## src/rtl/demux_dispatch_pkg.sv

```systemverilog
// Shared types and constants for the 1-to-4 dispatch controller.
// Latency: n/a (types and a pure helper function only).
// Backpressure: n/a.
package demux_dispatch_pkg;

    localparam int NUM_LANES = 4;
    localparam int CNT_W     = 16;

    typedef logic [1:0] lane_t;

    typedef enum logic {
        IDLE = 1'b0,
        HOLD = 1'b1
    } state_t;

    // One-hot lane vector for a lane index.
    function automatic logic [NUM_LANES-1:0] lane_onehot(input lane_t lane);
        return NUM_LANES'(1) << lane;
    endfunction

endpackage

```

## src/rtl/demux_dispatch_if.sv

```systemverilog
// Producer-side stream plus four lane consumers sharing one data bus.
// Latency: n/a (signal bundle only).
// Backpressure: in_ready toward the producer, per-lane out_ready from consumers.
interface demux_dispatch_if #(parameter int WIDTH = 8);
    import demux_dispatch_pkg::*;

    logic                 mode;
    lane_t                sel;
    logic [NUM_LANES-1:0] lane_en;
    logic                 in_valid;
    logic                 in_ready;
    logic [WIDTH-1:0]     in_data;
    logic [NUM_LANES-1:0] out_valid;
    logic [NUM_LANES-1:0] out_ready;
    logic [WIDTH-1:0]     out_data;
    logic                 busy;

    // Environment side: producer, lane consumers and configuration.
    modport master (
        output mode, sel, lane_en, in_valid, in_data, out_ready,
        input  in_ready, out_valid, out_data, busy
    );

    // Dispatcher side.
    modport slave (
        input  mode, sel, lane_en, in_valid, in_data, out_ready,
        output in_ready, out_valid, out_data, busy
    );

endinterface

```

## src/rtl/demux_rr_pick.sv

```systemverilog
// Rotating priority pick: first set mask bit at or after ptr, wrapping 3->0.
// Latency: combinational.
// Backpressure: none; found=0 when the mask is empty.
module demux_rr_pick
    import demux_dispatch_pkg::*;
(
    input  logic [NUM_LANES-1:0] mask,
    input  lane_t                ptr,
    output lane_t                lane,
    output logic                 found
);

    lane_t idx;

    // Scan from farthest to nearest so the nearest set bit is written last and wins.
    always_comb begin
        lane  = '0;
        found = 1'b0;
        idx   = '0;
        for (int i = NUM_LANES - 1; i >= 0; i--) begin
            idx = lane_t'(ptr + lane_t'(i));
            if (mask[idx]) begin
                lane  = idx;
                found = 1'b1;
            end
        end
    end

endmodule

```

## src/rtl/demux_dispatch_ctrl.sv

```systemverilog
// Handshaked 1-to-4 dispatcher, round-robin or directed; DEMUX_DISPATCH_STATS_EN adds per-lane counters.
// Latency: word captured at edge N is presented one-hot on its lane in cycle N+1.
// Backpressure: in_ready drops while the held word's lane is not ready; same-cycle transfer+capture has no bubble.
module demux_dispatch_ctrl
    import demux_dispatch_pkg::*;
#(
    parameter int WIDTH = 8
) (
    input  logic                            clk,
    input  logic                            rst,
`ifdef DEMUX_DISPATCH_STATS_EN
    input  logic                            stat_clr,
    output logic [NUM_LANES-1:0][CNT_W-1:0] lane_count,
`endif
    demux_dispatch_if.slave                 bus
);

    state_t               state_q;
    lane_t                lane_q;
    lane_t                rr_ptr_q;
    logic                 rr_q;        // held word was chosen round-robin
    logic [WIDTH-1:0]     hold_q;
    logic [NUM_LANES-1:0] out_valid_q;

    lane_t rr_lane;
    lane_t ptr_eff;
    lane_t cap_lane;
    logic  rr_found;
    logic  pick_ok;
    logic  xfer;
    logic  cap;

    assign xfer = (state_q == HOLD) && bus.out_ready[lane_q];

    // A round-robin word leaving this cycle moves the pointer now, so a
    // back-to-back capture already rotates past the lane just served.
    assign ptr_eff = (xfer && rr_q) ? lane_t'(lane_q + 2'd1) : rr_ptr_q;

    demux_rr_pick u_pick (
        .mask  (bus.lane_en),
        .ptr   (ptr_eff),
        .lane  (rr_lane),
        .found (rr_found)
    );

    assign pick_ok      = bus.mode ? 1'b1 : rr_found;
    assign cap_lane     = bus.mode ? bus.sel : rr_lane;
    assign bus.in_ready = !rst && ((state_q == IDLE) || xfer) && pick_ok;
    assign cap          = bus.in_valid && bus.in_ready;

    assign bus.out_valid = out_valid_q;
    assign bus.out_data  = hold_q;
    assign bus.busy      = (state_q == HOLD);

    // Dispatch FSM: capture latches word, lane and mode; transfer without capture clears to IDLE.
    always_ff @(posedge clk) begin
        if (rst) begin
            state_q     <= IDLE;
            lane_q      <= '0;
            rr_ptr_q    <= '0;
            rr_q        <= 1'b0;
            hold_q      <= '0;
            out_valid_q <= '0;
        end else begin
            rr_ptr_q <= ptr_eff;
            if (cap) begin
                state_q     <= HOLD;
                lane_q      <= cap_lane;
                rr_q        <= !bus.mode;
                hold_q      <= bus.in_data;
                out_valid_q <= lane_onehot(cap_lane);
            end else if (xfer) begin
                state_q     <= IDLE;
                rr_q        <= 1'b0;
                hold_q      <= '0;
                out_valid_q <= '0;
            end
        end
    end

`ifdef DEMUX_DISPATCH_STATS_EN
    logic [NUM_LANES-1:0][CNT_W-1:0] cnt_q;

    // Per-lane transfer counters: clear beats increment, saturate at all-ones.
    always_ff @(posedge clk) begin
        if (rst || stat_clr) begin
            cnt_q <= '0;
        end else if (xfer && (cnt_q[lane_q] != '1)) begin
            cnt_q[lane_q] <= cnt_q[lane_q] + CNT_W'(1);
        end
    end

    assign lane_count = cnt_q;
`endif

endmodule

```

## src/flat_wrapper.sv

```systemverilog
// flat-port wrapper written by rule: the top's interface ports become plain ports
module demux_dispatch_ctrl_flat import demux_dispatch_pkg::*;
#(
    parameter int WIDTH = 8
)
  (clk, rst, bus_mode, bus_sel, bus_lane_en, bus_in_valid, bus_in_data, bus_out_ready, bus_in_ready, bus_out_valid, bus_out_data, bus_busy);
  demux_dispatch_if #(.WIDTH(WIDTH)) bus_i ();
  input  logic clk;
  input  logic rst;
  input wire logic [$bits(bus_i.mode)-1:0] bus_mode;
  input wire logic [$bits(bus_i.sel)-1:0] bus_sel;
  input wire logic [$bits(bus_i.lane_en)-1:0] bus_lane_en;
  input wire logic [$bits(bus_i.in_valid)-1:0] bus_in_valid;
  input wire logic [$bits(bus_i.in_data)-1:0] bus_in_data;
  input wire logic [$bits(bus_i.out_ready)-1:0] bus_out_ready;
  output wire logic [$bits(bus_i.in_ready)-1:0] bus_in_ready;
  output wire logic [$bits(bus_i.out_valid)-1:0] bus_out_valid;
  output wire logic [$bits(bus_i.out_data)-1:0] bus_out_data;
  output wire logic [$bits(bus_i.busy)-1:0] bus_busy;
  assign bus_i.mode = bus_mode;
  assign bus_i.sel = bus_sel;
  assign bus_i.lane_en = bus_lane_en;
  assign bus_i.in_valid = bus_in_valid;
  assign bus_i.in_data = bus_in_data;
  assign bus_i.out_ready = bus_out_ready;
  assign bus_in_ready = bus_i.in_ready;
  assign bus_out_valid = bus_i.out_valid;
  assign bus_out_data = bus_i.out_data;
  assign bus_busy = bus_i.busy;
  demux_dispatch_ctrl #(.WIDTH(WIDTH)) u_core (.clk(clk), .rst(rst), .bus(bus_i));
endmodule
```

## config.mk

```make
export PLATFORM = sky130hd
export DESIGN_NAME = demux_dispatch_ctrl_flat
export DESIGN_NICKNAME = d
export VERILOG_FILES = /design/src/rtl/demux_dispatch_pkg.sv /design/src/rtl/demux_dispatch_if.sv /design/src/rtl/demux_rr_pick.sv /design/src/rtl/demux_dispatch_ctrl.sv /design/src/flat_wrapper.sv
export SDC_FILE = /design/constraint.sdc
export NUM_CORES = 1
export LEC_CHECK = 0
export CORE_MARGIN = 1.5
export CORE_UTILIZATION = 45
export DETAILED_ROUTE_END_ITERATION = 8
export PLACE_DENSITY = 0.83
export SLEW_MARGIN = 5
export SYNTH_ARGS = -nofsm -noshare
export SYNTH_HDL_FRONTEND = slang
export SYNTH_SLANG_ARGS = --single-unit
```

## constraint.sdc

```tcl
create_clock -name clk -period 4.3 [get_ports clk]
set_clock_uncertainty 0.1 [all_clocks]
set_input_delay 0.86 -clock clk [delete_from_list [all_inputs] [get_ports clk]]
set_output_delay 0.86 -clock clk [all_outputs]
set_load 0.02 [all_outputs]
```

### Yosys cells after proc, flatten, opt, wreduce, memory -nomap -nowiden

Cells that the tools add are included.
W data, S select, Z words.

* add/subtract/negate cells: 4
* magnitude comparators: 5
* shift operators: 1
* multiplexer cells: 28
* bitwise logic cells: 1
* reductions and logical operators: 9

Operators by type and width (number)
* $mux W8: 2
* $lt A2 B3 Y1 const B: 5
* $mux W1: 13
* $mux W2: 6
* $bmux W1 S2: 5
* $mux W4: 2
* $logic_and A1 B1 Y1: 5
* $add A2 B1 Y2 const B: 2
* $add A2 B2 Y2 const B: 2
* $shl A1 B2 Y4 const A: 1
* $logic_not A1 Y1: 2
* $reduce_bool A2 Y1: 1
* $logic_or A1 B1 Y1: 1
* $not A1 Y1: 1

* bits in registers: 18
* input port bits: 22
* output and inout bits: 14

### Longest topological paths before layout

* word-level depth: 16
* gate-level depth with buffers: 6

### Hierarchy

Synthesis repeated with hierarchy kept, for this count alone.

* cells, all modules: 80
* area, all modules: 842.1 µm²

Modules (own cells, without submodules)
* demux_dispatch_ctrl: times used 1, cells each 67, area each 764.5 µm²
* demux_rr_pick: times used 1, cells each 13, area each 77.6 µm²

### Worst setup path before layout

Ideal clock, no wire load.

* kind: input to output
* start: input bus_out_ready[1]
* end: output bus_in_ready
* arrival: 1762 ps
* data required time: 3340 ps
* slack: 1578 ps
* cell stages on the path: 3
* buffers on the path: 0
* cell sequence: mux4_1 -> nand2b_1 -> and2_1

* word-level cells in the longest chain between the ends: 14
* elaborated cells between the ends (all ways): 24
* classes of those cells: add/sub: 3; mux: 16; reduce/logical: 5

RTL lines
* from (decl): RTL line flat_wrapper.sv:15 `input wire logic [$bits(bus_i.out_ready)-1:0] bus_out_ready;`
* $bmux W1 S2 *: RTL line demux_dispatch_ctrl.sv:33 `assign xfer = (state_q == HOLD) && bus.out_ready[lane_q];`
* $mux W1 (not written as such) *: RTL line demux_dispatch_ctrl.sv:33
* $logic_and A1 B1 Y1 *: RTL line demux_dispatch_ctrl.sv:33
* $logic_and A1 B1 Y1: RTL line demux_dispatch_ctrl.sv:37 `assign ptr_eff = (xfer && rr_q) ? lane_t'(lane_q + 2'd1) : rr_ptr_q;`
* $mux W2: RTL line demux_dispatch_ctrl.sv:37
* $add A2 B2 Y2: RTL line demux_rr_pick.sv:21 `idx = lane_t'(ptr + lane_t'(i));`
* $bmux W1 S2: RTL line demux_rr_pick.sv:22 `if (mask[idx]) begin`
* $mux W1 (not written as such): RTL line demux_rr_pick.sv:22
* $mux W1 (4 in series): RTL line demux_rr_pick.sv:22
* $mux W1: RTL line demux_dispatch_ctrl.sv:46 `assign pick_ok = bus.mode ? 1'b1 : rr_found;`
* $logic_and A1 B1 Y1 *: RTL line demux_dispatch_ctrl.sv:48 `assign bus.in_ready = !rst && ((state_q == IDLE) || xfer) && pick_ok;`
* to (decl): RTL line flat_wrapper.sv:16 `output wire logic [$bits(bus_i.in_ready)-1:0] bus_in_ready;`

Mark *: on every way between the ends. The rest lies on a longest branch, timed or not. The select of a mux whose other input is x is not followed.

### Worst setup path after layout

Ends and elaborated chain as after synthesis.

==> impl_results.md <==
* Outcome: complete, no violations
* Via count at 908
* Wire length on met1 at 898 um
* Critical R2R Launch: u_core.lane_q[1]$_SDFFE_PP0P_
* CTS resizes at 0
* GRT overflow at 0
* Worst setup margin at about 600 ps
* H-tree levels at 1
* Final Util at 73.06%
* Top Family by Delay on Critical Path: buffers and inverters
* Post-CTS setup buffer count at 0
* LEAKAGE at 0.4726 nW
* RSZ-0062 raised after global routing: no
* Flop2flop setup slack at about 2100 ps
* Net Count, Synth at 122
* Clk Tree Root Cell: clkbuf_4
* Worst-Skew Late Latency at 290 ps
* # rows at 15
* Largest net degree at the start of global routing at 14
* Gpl congestion at 0.8357
* Count leader, synth: dfxtp_1
* Top cells by count, synth: dfxtp_1 (18), nor2_1 (13), a22oi_1 (8), a21oi_1 (7)
* Tot Pwr at ~0.00037 W
* Post-synth top area share at around 40%
* Synth top area cells: dfxtp_1 (40%), a22oi_1 (6.7%), nor2_1 (5.4%), a21oi_1 (3.9%), mux2i_1 (3.3%)
* Core ar. at 1802 um^2
* Reg-to-reg endpoint: u_core.bus.out_valid[2]$_SDFFE_PP0P_
* Metal3 WL at 128 um
* CTS buffer count at 3
* Startpoint types: input port
* Ant. Diodes at 0
* NumNets Final at 161
* Drt wl/cell at 13.69 um
* Avg Vias per Cell at approximately 5.6
* Worst hold path depth at 2
* Initial antenna violation count at 0
* FF+latch count, synth at 18
* Tmin final at around 3700 ps
* Critical Path Slowest Stage Cell: mux4_1
* Tot GR Track Use at 23.30%
* Chip Width at around 48 um
* Post-synth EDFFs at 0
* Count of warnings emitted by yosys at 0
* Layout area overhead at 46.52%
* Post-Syn Instances at 100
* Critical Path Sink Type: output pin
* WP data arrival at roughly 2700 ps
* Clock Path Buffers at 2
* Worst EP required at 3340 ps
* Final Hold Viols at 0
* Drt first-iter violations at 13
* Cell variety after synth at 34
* Main synth FF type: dfxtp_1
* Post-route ant nets at 0
* Asr flop ratio synth at 0%
* Vias in the first global route at approximately 900
* Crit-path cells: clkdlybuf4s50_1 -> mux4_1 -> nand2b_1 -> and2_1 -> clkdlybuf4s50_1
* IO Port Bufs at 35
* Met2 WL at 1183 um
* Worst-path clk slew at ~110 ps
* Starting density of the core at 49.86%
* Hold Buf Count CTS at 0
* Die area at roughly 2300 um^2
* Worst Max-Slew Pin Slew at 449.0 ps
* CTS tree: built
* Worst VDD drop at 0.0002246 V
* Slew Viols, Final at 0
* Most used cell, CP: clkdlybuf4s50_1
* Ports at 36
* Post-synthesis sequential area ratio at 40.11%
* CP Max Fanout at 4
* Post-Syn Area per Cell at 8.984 um^2
* CTS sink count at 18
* Die height at 47.68 um
* Area leader, netlist: dfxtp_1
* Residual DRC count at 0
* Highest Signal Layer: met4
* Cell Area, Synth at ~900 um^2
* Post-DP HPWL at 1757 um
* Pre-CTS WS at 602.0 ps
* Share of cells above drive strength 1 at about 10%
* Hold EP: u_core.bus.out_valid[1]$_SDFFE_PP0P_
* Setup TNS at 0 ps
* R2R cell count at 6
* Pre-antenna DRT Iters at 4
* First-pass GRT wire length at 3774 um
* PwrDens at between 200 and 300 nW/um^2
* CP Class: in2out
* Min-delay worst type: reg2reg
* Largest stage delay on the critical path at around 540 ps
* WL final at 2232 um
* HP Start: u_core.bus.out_valid[1]$_SDFFE_PP0P_
* Max_cap viols at 0
* Worst Path Buf+Inv at 2
* Crit share post-route at 86.10%
* Final Setup Violations at 0
* Max Freq at 0.2701 GHz
* Worst rel slew slack at 70.07%
cell families (layout without fill, tap and decap cells):
logic type | Yosys count | after routing | synth area share [%]
buf+inv | 8 | 46 | 3.343
simple gates | 38 | 38 | 21.45
flops | 18 | 18 | 40.11
compound gates | 31 | 31 | 27.58
mux | 5 | 5 | 7.521
how the worst max path moves through the flow:
stage                     start           end  slack [ps]  depth (start not counted)
2_1_floorplan  bus_out_ready[1]  bus_in_ready        1580                          3
3_3_place_gp   bus_out_ready[0]  bus_in_ready         640                          5
3_5_place_dp   bus_out_ready[1]  bus_in_ready         600                          5
4_1_cts        bus_out_ready[1]  bus_in_ready         590                          5
5_1_grt                bus_mode  bus_in_ready         500                          5
6_report       bus_out_ready[1]  bus_in_ready         600                          5
worst register-to-register path, delay by kind of cell (launching register included):
family             cells  cell delay [ps]
AOI/OAI and AO/OA      2              620
DFF                    1              450
and+or+nand+nor        2              300
muxes                  2              600
layout by cell type, fill, tap and decap left out:
| cell | instances |
|---|---|
| nor3_1 | 4 |
| a21oi_1 | 7 |
| buf_4 | 1 |
| clkbuf_4 | 3 |
| a2111oi_1 | 2 |
| nand2_1 | 6 |
| o31ai_2 | 1 |
| nor4_1 | 2 |
| dfxtp_1 | 18 |
| o211ai_1 | 2 |
| a31oi_4 | 1 |
| a41oi_1 | 1 |
| mux4_1 | 1 |
| a32o_1 | 1 |
| nand4b_1 | 1 |
| and2_4 | 1 |
| clkbuf_8 | 1 |
| mux2i_1 | 3 |
| mux2_2 | 1 |
| or3_1 | 1 |
| inv_1 | 6 |
| nand3_1 | 2 |
| nor2_1 | 13 |
| a22o_2 | 1 |
| clkdlybuf4s50_1 | 35 |
| nand2b_1 | 1 |
| a22oi_2 | 1 |
| o21ai_0 | 3 |
| o21a_2 | 1 |
| and3_1 | 1 |
| o211a_1 | 1 |
| a22oi_1 | 8 |
| and2_1 | 3 |
| a211o_1 | 1 |
| and4_2 | 1 |
| nand4_1 | 1 |
| and2_2 | 1 |
per-layer routing:
metal | vias up | GRT usage, %
li1 | 451 | -
met1 | 422 | 26.91
met2 | 31 | 40.53
met3 | 4 | 4.906
met4 | 0 | 11.35
met5 | - | 0
flip-flops by register name, indices dropped and copies added (netlist names):
name                  flops
u_core.lane_q             2
u_core.rr_ptr_q           2
u_core.bus.out_data       8
u_core.bus.busy           1
u_core.rr_q               1
u_core.bus.out_valid      4
where the power goes:
group / internal, W / switching, W
Clock: 0.0000516 / 0.0000520
Combinational: 0.0000455 / 0.0000418
Sequential: 0.000175 / 0.00000631
cell type report:
type / count / area, um^2
multi-input combinational: 74 / 508.0
fill: 140 / 485.5
sequential: 18 / 360.3
timing repair buffer: 36 / 357.8
clock buffer: 4 / 36.28
tap: 25 / 31.28
inverter: 6 / 22.52
through the flow:
stage	instance area, um^2	instances	hold slack, ps
3_5_place_dp	1280	159	347.6
6_report	1316	163	368.3
2_1_floorplan	898.4	100	396.6
5_1_grt	1316	163	398.3
3_3_place_gp	1280	159	345.9
4_1_cts	1316	163	371.2
No activity file was read; power rests on OpenSTA's default activity.
